==> config.mk <==
export PLATFORM = sky130hd
export DESIGN_NAME = hskbus_uart_rx
export DESIGN_NICKNAME = d
export VERILOG_FILES = /design/src/rtl/hskbus_uart_rx.sv
export SDC_FILE = /design/constraint.sdc
export NUM_CORES = 1
export LEC_CHECK = 0
export CAP_MARGIN = 10
export CORE_UTILIZATION = 50
export CTS_CLUSTER_SIZE = 30
export DETAILED_ROUTE_END_ITERATION = 10
export GPL_TIMING_DRIVEN = 0
export PLACE_DENSITY = 0.83
export SLEW_MARGIN = 20
export SYNTH_ARGS = -nofsm -noshare
export SYNTH_HDL_FRONTEND = slang
export SYNTH_SLANG_ARGS = --single-unit
export TNS_END_PERCENT = 30
==> constraint.sdc <==
create_clock -name clk_i -period 3.5 [get_ports clk_i]
set_clock_uncertainty 0.15 [all_clocks]
set_input_delay 0.35 -clock clk_i [delete_from_list [all_inputs] [get_ports clk_i]]
set_output_delay 0.35 -clock clk_i [all_outputs]
set_load 0.01 [all_outputs]
==> src/rtl/hskbus_uart_rx.sv <==
// 8N1 UART receiver for the merged housekeeping return line, with a single-entry
// stream output register and framing/overrun/good-byte status.
//
// state      | meaning
// -----------+---------------------------------------------------------------
// IDLE       | line idle, waiting for a falling edge on the synchronised line
// START      | half-bit wait, then confirm the start bit is still low
// DATA       | sample 8 data bits mid-bit, LSB first
// STOP       | sample the stop bit; high = good byte, low = framing error
// WAIT_HIGH  | bad stop seen; hold off until the line returns high
module hskbus_uart_rx #(
    parameter int CLKS_PER_BIT = 160
) (
    input  logic       clk_i,
    input  logic       rst_i,
    input  logic       rx_i,
    output logic [7:0] m_tdata,
    output logic       m_tvalid,
    input  logic       m_tready,
    output logic       framing_err_o,
    output logic       overrun_o,
    output logic [7:0] rx_bytes_o,
    output logic       busy_o
);

    localparam int TW = $clog2(CLKS_PER_BIT);
    localparam logic [TW-1:0] HALF_LOAD = TW'(CLKS_PER_BIT / 2 - 1);
    localparam logic [TW-1:0] FULL_LOAD = TW'(CLKS_PER_BIT - 1);

    typedef enum logic [2:0] {
        ST_IDLE,
        ST_START,
        ST_DATA,
        ST_STOP,
        ST_WAIT_HIGH
    } state_t;

    logic          rx_meta_q, rx_s_q, rx_s_dly_q;
    state_t        state_q, state_d;
    logic [TW-1:0] timer_q, timer_d;
    logic [2:0]    bitcnt_q, bitcnt_d;
    logic [7:0]    shift_q, shift_d;
    logic          deliver_q, deliver_d;
    logic          accept_q, accept_d;
    logic [7:0]    tdata_q, tdata_d;
    logic          tvalid_q, tvalid_d;
    logic          ferr_q, ferr_d;
    logic          ovr_q, ovr_d;
    logic [7:0]    count_q, count_d;

    always_comb begin
        state_d   = state_q;
        timer_d   = timer_q;
        bitcnt_d  = bitcnt_q;
        shift_d   = shift_q;
        deliver_d = 1'b0;
        accept_d  = 1'b0;
        tdata_d   = tdata_q;
        tvalid_d  = tvalid_q;
        ferr_d    = 1'b0;
        ovr_d     = 1'b0;
        count_d   = count_q;

        if (tvalid_q && m_tready) begin
            tvalid_d = 1'b0;
        end

        // Accept/drop was decided in the stop-sample cycle; apply it now.
        if (deliver_q) begin
            if (accept_q) begin
                tdata_d  = shift_q;
                tvalid_d = 1'b1;
                count_d  = count_q + 8'd1;
            end else begin
                ovr_d = 1'b1;
            end
        end

        case (state_q)
            ST_IDLE: begin
                if (rx_s_dly_q && !rx_s_q) begin
                    timer_d = HALF_LOAD;
                    state_d = ST_START;
                end
            end
            ST_START: begin
                if (timer_q == '0) begin
                    if (!rx_s_q) begin
                        timer_d  = FULL_LOAD;
                        bitcnt_d = 3'd0;
                        state_d  = ST_DATA;
                    end else begin
                        state_d = ST_IDLE;
                    end
                end else begin
                    timer_d = timer_q - TW'(1);
                end
            end
            ST_DATA: begin
                if (timer_q == '0) begin
                    shift_d  = {rx_s_q, shift_q[7:1]};
                    timer_d  = FULL_LOAD;
                    bitcnt_d = bitcnt_q + 3'd1;
                    if (bitcnt_q == 3'd7) begin
                        state_d = ST_STOP;
                    end
                end else begin
                    timer_d = timer_q - TW'(1);
                end
            end
            ST_STOP: begin
                if (timer_q == '0) begin
                    if (rx_s_q) begin
                        deliver_d = 1'b1;
                        accept_d  = !tvalid_q || m_tready;
                        state_d   = ST_IDLE;
                    end else begin
                        ferr_d  = 1'b1;
                        state_d = ST_WAIT_HIGH;
                    end
                end else begin
                    timer_d = timer_q - TW'(1);
                end
            end
            ST_WAIT_HIGH: begin
                if (rx_s_q) begin
                    state_d = ST_IDLE;
                end
            end
            default: state_d = ST_IDLE;
        endcase
    end

    always_ff @(posedge clk_i) begin
        if (rst_i) begin
            rx_meta_q  <= 1'b1;
            rx_s_q     <= 1'b1;
            rx_s_dly_q <= 1'b1;
            state_q    <= ST_IDLE;
            timer_q    <= '0;
            bitcnt_q   <= 3'd0;
            shift_q    <= 8'd0;
            deliver_q  <= 1'b0;
            accept_q   <= 1'b0;
            tdata_q    <= 8'd0;
            tvalid_q   <= 1'b0;
            ferr_q     <= 1'b0;
            ovr_q      <= 1'b0;
            count_q    <= 8'd0;
        end else begin
            rx_meta_q  <= rx_i;
            rx_s_q     <= rx_meta_q;
            rx_s_dly_q <= rx_s_q;
            state_q    <= state_d;
            timer_q    <= timer_d;
            bitcnt_q   <= bitcnt_d;
            shift_q    <= shift_d;
            deliver_q  <= deliver_d;
            accept_q   <= accept_d;
            tdata_q    <= tdata_d;
            tvalid_q   <= tvalid_d;
            ferr_q     <= ferr_d;
            ovr_q      <= ovr_d;
            count_q    <= count_d;
        end
    end

    assign m_tdata       = tdata_q;
    assign m_tvalid      = tvalid_q;
    assign framing_err_o = ferr_q;
    assign overrun_o     = ovr_q;
    assign rx_bytes_o    = count_q;
    assign busy_o        = (state_q != ST_IDLE);

endmodule

Yosys cells after proc, flatten, opt, wreduce, memory -nomap -nowiden
Cells that the tools add are included.
{"block": "op_classes", "n_addsub": 3, "n_eq_ne": 14, "muxes": 25, "n_bitwise": 4, "reduce_logical": 18}
{"cell": "8-bit 2-to-1 mux", "n": 5}
{"cell": "8-bit case mux with 4 select lines", "n": 1}
{"cell": "3-bit 2-to-1 mux", "n": 10}
{"cell": "2-bit != test (second input constant)", "n": 8}
{"cell": "3-bit case mux with 5 select lines", "n": 1}
{"cell": "8-bit by 1-bit adder with 8-bit output (second input constant)", "n": 1}
{"cell": "8-bit logical NOT", "n": 1}
{"cell": "4-bit AND reduction", "n": 2}
{"cell": "8-bit by 1-bit subtractor with 8-bit output (second input constant)", "n": 1}
{"cell": "3-bit by 2-bit equality test with 1-bit output (second input constant)", "n": 2}
{"cell": "3-bit equality test (second input constant)", "n": 2}
{"cell": "1-bit 2-to-1 mux", "n": 6}
{"cell": "3-bit case mux with 2 select lines", "n": 1}
{"cell": "6-bit AND reduction", "n": 1}
{"cell": "1-bit inverter", "n": 4}
{"cell": "2-bit AND reduction", "n": 2}
{"cell": "4-bit nonzero test", "n": 1}
{"cell": "4-bit OR reduction", "n": 1}
{"cell": "3-bit by 1-bit adder with 3-bit output (second input constant)", "n": 1}
{"cell": "3-bit by 1-bit equality test with 1-bit output (second input constant)", "n": 1}
{"cell": "3-bit logical NOT", "n": 1}
{"cell": "3-bit != test (second input constant)", "n": 1}
{"cell": "3-bit nonzero test", "n": 1}
{"cell": "3-bit OR reduction", "n": 1}
{"cell": "other kinds (6)", "n": 8}
{"block": "totals", "reg_bits": 46, "input_bits": 4, "output_inout_bits": 20, "elab_cells": 78}

Longest topological paths before layout
Gate-level depths: netlist of the first run.
{"block": "depth", "depth_word": 4, "mapped_depth": 7, "mapped_depth_nobuf": 6}

Worst setup path after synthesis of the first run
No wires, ideal clock.
{"block": "synth_path", "path_kind": "register to register", "start": "register timer_q[0]", "end": "register shift_q[0]", "setup_ns": 0.128, "t_arrival_ns": 1.876, "required_ns": 3.222, "path_slack_ns": 1.346, "stages_incl_launch_ff": 8, "path_buffers": 1, "synth_period_minus_slack_ns": 2.154, "cell_sequence": "dfxtp_1 -> inv_1 -> ha_1 -> or3b_1 -> buf_6 -> nor4_4 -> mux2i_1 -> nor2_1"}
{"block": "synth_via", "elab_chain_len": 2}
{"item": "start: declaration", "line_no": "40", "rtl": "logic [TW-1:0] timer_q, timer_d;"}
{"item": "start signal: assignment", "line_no": "155", "rtl": "timer_q <= timer_d;"}
{"item": "8-bit logical NOT", "line_no": "100", "rtl": "if (timer_q == '0) begin"}
{"item": "2-bit AND reduction (no source line)"}
{"item": "end signal: assignment", "line_no": "157", "rtl": "shift_q <= shift_d;"}
{"item": "end: declaration", "line_no": "42", "rtl": "logic [7:0] shift_q, shift_d;"}
Every way passes these cells.
A chain may end at the register's enable or synchronous reset.

Worst setup path in the final report of the first run
{"block": "layout_path", "start": "register timer_q[0]", "end": "register bitcnt_q[0]"}
{"block": "layout_via", "elab_chain_len": 3, "word_cells_on_any_way": 4, "cone_classes": "eq/ne (2); reduce/logical (2)"}
{"item": "8-bit logical NOT (*)", "line_no": "87, 100"}
{"item": "2-bit != test (no source line)"}
{"item": "4-bit AND reduction (no source line) (*)"}
{"item": "end signal: assignment", "line_no": "156", "rtl": "bitcnt_q <= bitcnt_d;"}
{"item": "end: declaration", "line_no": "41", "rtl": "logic [2:0] bitcnt_q, bitcnt_d;"}
Mark *: on every way between the ends. The rest lies on a longest branch, timed or not.

==> results.rst, run 1 <==
.. list-table::
   :header-rows: 1

   * - Metric
     - Value
   * - N_diodes
     - 0
   * - Leading area contributor after synthesis
     - sky130_fd_sc_hd__dfxtp_1
   * - Net switching power figure
     - approximately 240 uW
   * - Instance count of the mapped netlist
     - 225
   * - Num rows
     - 22
   * - Worst setup timing slack at the placement stage
     - 1090 ps
   * - Sink count of the clock tree
     - 46
   * - Summed instance area of the synthesized netlist
     - between 1500 and 2000 sq um
   * - Half-perimeter wire length of the detailed placement result
     - 2850 um
   * - Fill count
     - 342
   * - Crit share post-route
     - 70.7%
   * - Number of unique standard cell types used by synthesis
     - 42
   * - Max rail drop VDD
     - 0.000274 V
   * - Result of the run
     - finished, final reports clean
   * - Post-layout min period
     - 2480 ps
   * - Remaining Overflow, GRT
     - 0
   * - Synth area leaders
     - sky130_fd_sc_hd__dfxtp_1 46%, sky130_fd_sc_hd__mux2i_1 5.5%, sky130_fd_sc_hd__nand2_1 5.3%, sky130_fd_sc_hd__nor2_1 4.9%, sky130_fd_sc_hd__a21oi_1 4.8%
   * - Total design power
     - 940 uW
   * - Die area
     - 4240 sq um
   * - Area delta synth->final
     - 18.6%
   * - Antenna violations before repair
     - 0
   * - Final instance area
     - 2360 sq um
   * - Worst Path Arrival
     - roughly 2600 ps
   * - Register-to-register setup slack
     - 1020 ps
   * - Global-route wire length before repair
     - 6800 um
   * - CP max FO
     - 6
   * - Core box area
     - 3740 sq um
   * - Number of buffers inserted during clock tree synthesis
     - 5
   * - Number of pins exceeding their max-slew limit in the final report
     - 0
   * - Initial core utilization
     - approximately 53%
   * - Maximum clock rate
     - 0.404 GHz
   * - Critical Setup Path Class
     - reg2reg
   * - Number of max-cap violations
     - 0
   * - Post-detailed-placement cell area
     - 2270 sq um
   * - Post-CTS Hold Buffers
     - 0
   * - Compound-gate portion of the synthesized area
     - between 10% and 20%
   * - Largest family of logic cells by synthesized area
     - simple AND/OR/NAND/NOR gates
   * - Slowest CP cell
     - sky130_fd_sc_hd__nor3b_1
   * - Vias per cell
     - 5.51
   * - Number of global-route vias before repair
     - 1,492
   * - Clock tree from TritonCTS
     - done
   * - All-layer global routing usage
     - 21.4%
   * - Resize count post-CTS
     - 0
   * - Average detailed-routed wire length per instance
     - ~13 um
   * - Clock input transition at the sequential cells of the worst setup and hold paths
     - 90 ps
   * - Setup-violating endpoint count in the final report
     - 0
   * - Proportion of power drawn by flip-flops and latches
     - between 50% and 60%
   * - Flip-flop and latch count after synthesis
     - 46
   * - Required time reported for the critical path endpoint
     - 3590 ps
   * - Proportion of synthesized area in mux cells
     - 5.53%
   * - Xor/xnor share of the synthesized area
     - 3.52%
   * - Total negative setup slack
     - 0 ps
   * - Number of I/O port buffers
     - 22
   * - DRC violations left
     - 0
   * - Drt initial violations
     - 141
   * - CP peak stage delay
     - 630 ps
   * - RSZ-0062 raised after global routing
     - no
   * - Final #Nets
     - between 200 and 300
   * - Part of the power in combinational logic
     - 8.2%
   * - Fin Hold WS
     - 275 ps
   * - Top Ports
     - 24
   * - Class of the tightest hold or removal check
     - reg2reg
   * - Residual antenna-violating net count after detailed routing
     - 0
   * - Final hold violation count
     - 0
   * - Relative slew margins
     - 41.3%
   * - Postcts setup bufs
     - 0
   * - Fraction of final layout cells with drive strength greater than 1
     - 6.67%
   * - Switching power share of the total
     - 25.6%
   * - Reported leakage power
     - ~0.00083 uW
   * - Post-synthesis simple-gate area fraction
     - 25.8%
   * - Cell internal pwr
     - roughly 700 uW
   * - Critical path endpoint category
     - register
   * - Startpoint type of the worst setup path
     - register
   * - Power density relative to cell area
     - 398 nW/um^2
   * - Clock Root Buffer
     - sky130_fd_sc_hd__clkbuf_8
   * - Post-Syn Nets
     - around 230
   * - Measured slew at the worst slew-check pin
     - 873 ps
   * - Final weighted congestion of routability-driven global placement
     - 0.851
   * - Die outline width
     - 65.1 um
   * - # H-tree levels
     - 2
   * - Drt first pass iters
     - 4
   * - Share of power burned in the clock network
     - 34.6%
   * - Final WL
     - 4060 um
   * - Worst setup slack after layout
     - 1020 ps
   * - Sequential fraction of the synthesis area
     - 46.3%
   * - Floorplan die height
     - 65.1 um
   * - Cell chain of the critical path
     - inv_1 > ha_1 > nor3b_1 > o2111ai_1 > or3_1 > a21oi_1
   * - CTS max path bufs
     - 2
   * - Clock insertion delay at the later pin of the skew report
     - 310 ps
   * - Average instance area after synthesis
     - 8.85 sq um
   * - Synthesized-area fraction occupied by adder cells
     - approximately 2.5%
   * - Via count
     - 1,670
   * - Ys Warns
     - 0
   * - Pin count of the biggest net entering global routing
     - 16
   * - Share of the synthesized area in the top cell type
     - a little under half
==> critical path, delay by kind of cell (launching register included) <==
family	cells	cell delay (ps)
and+or+nand+nor	2	1080
adders and majority gates	1	210
DFF	1	340
buffers and inverters	1	80
AOI/OAI and AO/OA	2	560
==> metrics by stage <==
stage,std cells,utilization (%)
after global placement,295,60.7
after global routing,303,63.1
final,303,63.1
after floorplan,225,-
after CTS,303,63.1
after detailed placement,295,60.7
==> registers in the layout, summed over array words and instances, names as in the netlist <==
| name | count |
|---|---|
| state_q | 3 |
| bitcnt_q | 3 |
| timer_q | 8 |
| m_tvalid | 1 |
| shift_q | 8 |
| overrun_o | 1 |
| deliver_q | 1 |
| accept_q | 1 |
| rx_s_dly_q | 1 |
| rx_s_q | 1 |
| m_tdata | 8 |
| rx_bytes_o | 8 |
| rx_meta_q | 1 |
| framing_err_o | 1 |
==> power groups by stage <==
stage / Combinational (uW) / Sequential [uW] / Clock, uW
final: 77.5 / 538 / 325
after CTS: 76.6 / 537 / 330
after detailed placement: 76.2 / 550 / 0
after global placement: 74.5 / 549 / 0
after global routing: 84.5 / 539 / 349
after floorplan: 58.8 / 548 / 0
==> metal layers <==
layer	GRT usage, %	wire length (um)	up-vias
met3	6.25	209	6
met1	26.9	1880	772
met5	0	0	-
met2	34.6	1900	49
met4	8.15	72	0
li1	-	-	843
==> final cells by class <==
type,count,area (sq um),share of cell area (%)
clock buffers,5,68.8,2.91
repair buffers,22,220,9.33
clock inverters,3,21.3,0.901
flip-flops and latches,46,921,39.0
plain buffers,13,63.8,2.70
well taps,48,60.1,2.54
multi-input cells,161,987,41.8
inverters,5,18.8,0.795
==> synthesized netlist by cell type, drive strengths merged <==
| cell | instances |
|---|---|
| a211o | 1 |
| a211oi | 4 |
| a21o | 2 |
| a21oi | 19 |
| a221o | 1 |
| a31oi | 1 |
| and2 | 1 |
| and3 | 4 |
| buf | 2 |
| clkbuf | 11 |
| dfxtp | 46 |
| ha | 4 |
| inv | 5 |
| mux2i | 11 |
| nand2 | 28 |
| nand2b | 2 |
| nand3 | 4 |
| nand3b | 1 |
| nand4 | 4 |
| nand4b | 1 |
| nor2 | 26 |
| nor2b | 3 |
| nor3 | 4 |
| nor3b | 4 |
| nor4 | 6 |
| o2111ai | 1 |
| o211ai | 2 |
| o21ai | 3 |
| o22ai | 1 |
| o31ai | 2 |
| o32ai | 1 |
| o41ai | 1 |
| or2 | 3 |
| or3 | 4 |
| or3b | 2 |
| or4 | 2 |
| xnor2 | 2 |
| xor2 | 6 |
==> logic make-up after synthesis <==
logic type                 Yosys count
buffers and inverters               18
xor gates and xnor gates             8
muxes                               11
adders and majority gates            4
DFF                                 46
AOI/OAI and AO/OA                   39
and+or+nand+nor                     99
==> final timing paths <==
kind / depth (start not counted) / endpoint / from
worst max register to register: 6 / bitcnt_q[0] / timer_q[0]
worst min register to register: 1 / rx_s_q / rx_meta_q
worst min-delay path: 1 / rx_s_q / rx_meta_q
worst max-delay path: 6 / bitcnt_q[0] / timer_q[0]
==> placed cells by master, fill, tap and decap left out, drive strengths merged, types with 4 or more instances in the layout <==
master,count
mux2i,11
ha,4
inv,5
nand4,4
nor4,6
nand3,4
clkbuf,16
a21oi,19
nand2,28
nor3,4
a211oi,4
and3,4
dfxtp,46
nor2,26
nor3b,4
or3,4
xor2,6
clkdlybuf4s50,22
Note: power is estimated with default switching activity, not from simulation.
==> run 2, diff against run 1 <==
Settings changed: CORE_UTILIZATION 50 to 49, PLACE_DENSITY 0.83 to 0.84.
Clock period 3.5 ns to 2.2 ns, I/O delays scaled along.
==> run 2 against run 1 <==
Compared with the run above: register-to-register slack got worse by 990 ps; non-clock buffer count is 2 higher; final cell count increased by 0.66%; global-route usage is 0.94 points higher; combinational power grew 74%; power is 61% higher; critical endpoint is now accept_q.
==> results.rst, run 2 (synthesis gave the netlist of run 1 again) <==
.. list-table::
   :header-rows: 1

   * - Metric
     - Value
   * - Power density relative to cell area
     - 621 nW/um^2 (+56%)
   * - Share of power burned in the clock network
     - 34.3% (-0.3 points)
   * - Cell chain of the critical path
     - inv_2 > ha_4 > or3b_1 > buf_6 > or4_4 > nor3b_2 > nor2b_1
   * - Final weighted congestion of routability-driven global placement
     - 0.872 (+2.5%)
   * - CP max FO
     - 7 (+1)
   * - Global-route wire length before repair
     - 7200 um (+5.8%)
   * - DP Cell Count
     - 295 (unchanged)
   * - N_diodes
     - 0 (unchanged)
   * - Clock insertion delay at the later pin of the skew report
     - 300 ps (about the same)
   * - Final #Nets
     - 264 (+0.76%)
   * - Vias per cell
     - 5.56 (+0.95%)
   * - Total design power
     - 1510 uW (+61%)
   * - Slowest CP cell
     - sky130_fd_sc_hd__or4_4
   * - Half-perimeter wire length of the detailed placement result
     - 2980 um (+4.6%)
   * - Crit share post-route
     - 98.4% (+28 points)
   * - Post-detailed-placement cell area
     - 2270 sq um (unchanged)
   * - CTS max path bufs
     - 2 (unchanged)
   * - Maximum clock rate
     - 0.462 GHz (+14%)
   * - Core box area
     - 3770 sq um (+0.74%)
   * - Part of the power in combinational logic
     - 9.0% (+0.8 points)
   * - Switching power share of the total
     - 25.9% (+0.33 points)
   * - Num rows
     - 22 (unchanged)
   * - Post-layout min period
     - 2160 ps (-312 ps)
   * - Setup crit start
     - timer_q[1]
   * - Max rail drop VDD
     - 0.000371 V (+36%)
   * - Via count
     - 1,697 (+1.6%)
   * - DRC violations left
     - 0 (unchanged)
   * - Area delta synth->final
     - 22.2%
   * - Number of standard cells in the final layout excluding fillers
     - 305 (+0.66%)
   * - Final Util
     - 64.5% (+1.5 points)
   * - Class of the tightest hold or removal check
     - in2reg
   * - Remaining Overflow, GRT
     - 0 (unchanged)
   * - Drt initial violations
     - 73 (-48%)
   * - Startpoint of the worst register-to-register path
     - timer_q[1]
   * - Clock Root Buffer
     - sky130_fd_sc_hd__clkbuf_8
   * - Fraction of final layout cells with drive strength greater than 1
     - 12.1% (+5.4 points)
   * - Final hold violation count
     - 0 (unchanged)
   * - Reported leakage power
     - 0.000859 uW (+3.2%)
   * - Drt first pass iters
     - 4 (unchanged)
   * - Antenna violations before repair
     - 0 (unchanged)
   * - Most common cell after layout, fill and taps aside
     - sky130_fd_sc_hd__dfxtp_1
   * - Pin count of the biggest net entering global routing
     - 16 (unchanged)
   * - Fill count
     - 310 (-9.4%)
   * - Clock input transition at the sequential cells of the worst setup and hold paths
     - 90 ps (about the same)
   * - Average detailed-routed wire length per instance
     - 14.1 um (+5.1%)
   * - Number of max-cap violations
     - 0 (unchanged)
   * - Highest-count cells in the layout ignoring fill and taps
     - 44 x sky130_fd_sc_hd__dfxtp_1, 28 x sky130_fd_sc_hd__nand2_1, 26 x sky130_fd_sc_hd__nor2_1
   * - Startpoint type of the worst setup path
     - register
   * - CP peak stage delay
     - 530 ps (-100 ps)
   * - Sink count of the clock tree
     - 46 (unchanged)
   * - Initial core utilization
     - 52.8% (-0.39 points)
   * - Required time reported for the critical path endpoint
     - 2300 ps (-1290 ps)
   * - RSZ-0062 raised after global routing
     - yes
   * - Number of I/O port buffers
     - 22 (unchanged)
   * - Worst path bufs/invs
     - 2 (+1)
   * - Worst Path Arrival
     - 2260 ps (-310 ps)
   * - Measured slew at the worst slew-check pin
     - 876 ps (+2.72 ps)
   * - Die outline width
     - 65.7 um (+0.99%)
   * - Die area
     - 4320 sq um (+2.0%)
   * - Total negative setup slack
     - 0 ps (unchanged)
   * - Cell internal pwr
     - 1120 uW (+60%)
   * - Net switching power figure
     - 391 uW (+63%)
   * - Post-CTS Hold Buffers
     - 0 (unchanged)
   * - Dominant delay contributor by cell family on the critical path
     - simple AND/OR/NAND/NOR gates
   * - Number of pins exceeding their max-slew limit in the final report
     - 0 (unchanged)
   * - Proportion of power drawn by flip-flops and latches
     - 56.7% (-0.5 points)
   * - Critical Setup Path Class
     - reg2reg
   * - Result of the run
     - finished, final reports clean
   * - Number of global-route vias before repair
     - 1,587 (+6.4%)
   * - Relative slew margins
     - 41.1% (-0.18 points)
   * - Hold Crit Start
     - rst_i
   * - # H-tree levels
     - 2 (unchanged)
   * - Floorplan die height
     - 65.7 um (+0.99%)
   * - All-layer global routing usage
     - 22.4% (+0.94 points)
   * - Top Ports
     - 24 (unchanged)
   * - Final WL
     - 4300 um (+5.8%)
   * - Critical path endpoint category
     - register
   * - Final instance area
     - 2430 sq um (+3.1%)
   * - Residual antenna-violating net count after detailed routing
     - 0 (unchanged)
   * - Setup-violating endpoint count in the final report
     - 0 (unchanged)
   * - Clock tree from TritonCTS
     - done
   * - Number of buffers inserted during clock tree synthesis
     - 5 (unchanged)
## run 2: cell types whose count changed in the layout (fill, tap and decap cells not counted), sizes merged
cell,change
buf,+2
## run 2: final cells by class
type | count | area [sq um] | area share [%]
Timing Repair Buffer | 24 | 248 | 10.2
Clock buffer | 5 | 68.8 | 2.83
Multi-Input combinational cell | 161 | 1030 | 42.3
Sequential cell | 46 | 923 | 37.9
Tap cell | 48 | 60.1 | 2.47
Buffer | 13 | 65.1 | 2.67
Clock inverter | 3 | 21.3 | 0.874
Inverter | 5 | 18.8 | 0.771
## run 2: power by group through the flow
stage                     registers (uW)  clock network (uW)  logic [uW]
final                                858                 519         135
after detailed placement             874                   0         122
after global placement               874                   0         119
after floorplan                      871                   0        93.5
after CTS                            856                 527         127
after global routing                 860                 559         146
## run 2: timing repair
action,4_1_cts,5_1_grt
endpoints found under the setup margin,19,10
cloned,0,0
pin swaps,1,2
resized for setup,5,9
setup buffers,1,1
## run 2: layer usage
metal  up-vias  share of wire [%]  GRT usage, %
li1        849                  -             -
met1       797                 44          28.1
met2        47                 50          36.6
met3         4                5.1          4.69
met4         0                1.2          9.78
met5         -                  0             0
## run 2: worst paths after layout
kind,depth (start not counted),slack (ps),endpoint
worst max register to register,7,40,accept_q
worst max-delay path,7,40,accept_q
worst min register to register,1,280,rx_s_q
worst min-delay path,2,250,rx_s_dly_q
## run 2: per-stage QoR
stage               setup slack, ps  hold WS (ps)
detailed placement             -258           262
global placement               -194           241
global route                  -22.2           304
finish                         35.7           246
CTS                           -3.15           154
floorplan                      46.0           174
==> run 3, diff against run 2 <==
Settings changed: CORE_MARGIN set to 5.
==> run 3 against run 2 <==
Compared with the run above: global-route usage fell by 5.8 points; first-iteration DRC count is 30% higher; design area up 1.2%; flip-flop and latch count is the same.
==> results.rst, run 3 (synthesis gave the netlist of run 1 again) <==
.. list-table::
   :header-rows: 1

   * - Metric
     - Value
   * - Core box area
     - 3970 sq um (+5.3%)
   * - Top Ports
     - 24 (unchanged)
   * - Die area
     - 5440 sq um (+26%)
   * - Relative slew margins
     - 46.2% (+5.1 points)
   * - Worst setup slack after layout
     - 63.8 ps (+28.1 ps)
   * - Average detailed-routed wire length per instance
     - 13.5 um (-4.1%)
   * - DRC violations left
     - 0 (unchanged)
   * - Clock insertion delay at the later pin of the skew report
     - 290 ps (about the same)
   * - Final #Nets
     - 267 (+1.1%)
   * - Number of buffers inserted during clock tree synthesis
     - 5 (unchanged)
   * - Number of max-cap violations
     - 0 (unchanged)
   * - Clock input transition at the sequential cells of the worst setup and hold paths
     - 90 ps (about the same)
   * - Num rows
     - 23 (+4.5%)
   * - Fraction of final layout cells with drive strength greater than 1
     - 12.7% (+0.63 points)
   * - Area delta synth->final
     - 23.7%
   * - Post-CTS Hold Buffers
     - 0 (unchanged)
   * - Die outline width
     - 73.7 um (+12%)
   * - Slowest CP cell
     - sky130_fd_sc_hd__or4_4
   * - Cell internal pwr
     - 1130 uW (+0.58%)
   * - Worst Path Arrival
     - 2230 ps (-30 ps)
   * - # H-tree levels
     - 2 (unchanged)
   * - Final weighted congestion of routability-driven global placement
     - 0.888 (+1.8%)
   * - Crit share post-route
     - 97.1% (-1.3 points)
   * - Post-layout min period
     - 2140 ps (-28.1 ps)
   * - Hold Crit Start
     - rx_meta_q
   * - Worst path bufs/invs
     - 1 (-1)
   * - Switching power share of the total
     - 25.5% (-0.42 points)
   * - Part of the power in combinational logic
     - 9.3% (+0.3 points)
   * - Final Util
     - 62.0% (-2.5 points)
   * - Dominant delay contributor by cell family on the critical path
     - simple AND/OR/NAND/NOR gates
   * - CTS max path bufs
     - 2 (unchanged)
   * - Pin count of the biggest net entering global routing
     - 16 (unchanged)
   * - Drt first pass iters
     - 4 (unchanged)
   * - Fin Hold WS
     - 273 ps (+26.8 ps)
   * - Share of power burned in the clock network
     - 34.0% (-0.3 points)
   * - Remaining Overflow, GRT
     - 0 (unchanged)
   * - Number of I/O port buffers
     - 22 (unchanged)
   * - Worst setup timing slack at the placement stage
     - -233 ps (+25.3 ps)
   * - Via count
     - 1,679 (-1.1%)
   * - Initial core utilization
     - 50.1% (-2.7 points)
   * - Fill count
     - 346 (+12%)
   * - Reported leakage power
     - 0.000867 uW (+1.0%)
   * - Total design power
     - 1510 uW (about the same)
   * - All-layer global routing usage
     - 16.6% (-5.8 points)
   * - Sink count of the clock tree
     - 46 (unchanged)
   * - Net switching power figure
     - 385 uW (-1.6%)
   * - Half-perimeter wire length of the detailed placement result
     - 2890 um (-3.0%)
   * - Required time reported for the critical path endpoint
     - 2300 ps (about the same)
   * - Result of the run
     - finished, final reports clean
   * - Measured slew at the worst slew-check pin
     - 800 ps (-76.0 ps)
   * - Clock tree from TritonCTS
     - done
   * - Floorplan die height
     - 73.7 um (+12%)
   * - Power density relative to cell area
     - 614 nW/um^2 (-1.2%)
   * - Number of pins exceeding their max-slew limit in the final report
     - 0 (unchanged)
   * - Residual antenna-violating net count after detailed routing
     - 0 (unchanged)
   * - Antenna violations before repair
     - 0 (unchanged)
   * - Number of global-route vias before repair
     - 1,551 (-2.3%)
   * - Max rail drop VDD
     - 0.000468 V (+26%)
   * - Most common cell after layout, fill and taps aside
     - sky130_fd_sc_hd__dfxtp_1
   * - N_diodes
     - 0 (unchanged)
   * - Final WL
     - 4190 um (-2.5%)
   * - Critical Setup Path Class
     - reg2reg
   * - Register-to-register setup slack
     - 60 ps (+30 ps)
   * - Class of the tightest hold or removal check
     - reg2reg
   * - Cell chain of the critical path
     - inv_2 > ha_4 > or3b_4 > or4_4 > nor3b_4 > nor2b_4
   * - Clock Root Buffer
     - sky130_fd_sc_hd__clkbuf_8
   * - Final hold violation count
     - 0 (unchanged)
   * - CP max FO
     - 6 (-1)
   * - Vias per cell
     - 5.42 (-2.7%)
   * - CP peak stage delay
     - 570 ps (+40 ps)
   * - Setup crit start
     - timer_q[1]
   * - Startpoint type of the worst setup path
     - register
   * - Global-route wire length before repair
     - 7120 um (-1.1%)
   * - Startpoint of the worst register-to-register path
     - timer_q[1]
   * - Final instance area
     - 2460 sq um (+1.2%)
   * - Proportion of power drawn by flip-flops and latches
     - 56.7% (about the same)
   * - Setup-violating endpoint count in the final report
     - 0 (unchanged)
   * - Post-detailed-placement cell area
     - 2270 sq um (+0.11%)
   * - Critical path endpoint category
     - register
   * - Maximum clock rate
     - 0.468 GHz (+1.3%)
   * - Drt initial violations
     - 95 (+30%)
   * - Highest-count cells in the layout ignoring fill and taps
     - 44 x sky130_fd_sc_hd__dfxtp_1, 28 x sky130_fd_sc_hd__nand2_1, 26 x sky130_fd_sc_hd__nor2_1
==> run 3: changes by cell type in the layout (fill, tap and decap cells not counted), sizes merged <==
cell  previous run  this run
buf              4         7
==> run 3: final timing paths <==
check,to,depth (start not counted)
max reg2reg,accept_q,6
min reg2reg,rx_s_q,1
min,rx_s_q,1
max,accept_q,6
==> run 3: stage by stage <==
stage	TNS, ps	instances
2_1_floorplan	0	225
3_3_place_gp	-1200	297
3_5_place_dp	-1750	297
4_1_cts	-36.5	306
5_1_grt	-52.3	310
6_report	0	310
==> run 3: routing by layer <==
metal  vias up  routed length [um]  global-route usage (%)
li1        853                   -                       -
met1       776                1930                    22.0
met2        46                1980                    26.3
met3         4                 222                    2.87
met4         0                  53                    7.04
met5         -                   0                       0
==> run 3: cell type report <==
class	count	area [sq um]	share of cell area, %
repair buffers	28	278	11.3
multi-input cells	161	1040	42.1
plain buffers	12	52.6	2.13
clock buffers	5	68.8	2.79
flip-flops and latches	46	923	37.5
well taps	50	62.6	2.54
clock inverters	3	21.3	0.864
inverters	5	18.8	0.762
==> run 3: power by group through the flow <==
stage,clock network (uW),registers (uW),logic [uW]
finish,514,858,141
global route,560,860,156
CTS,525,855,124
detailed placement,0,874,121
global placement,0,874,118
floorplan,0,871,93.5
==> run 3: repair_timing <==
| action | CTS | global route |
|---|---|---|
| buffers inserted | 1 | 5 |
| hold endpoints to repair | 0 | 0 |
| pin swaps | 1 | 3 |
| resized for setup | 3 | 11 |
| endpoints found under the setup margin | 20 | 11 |
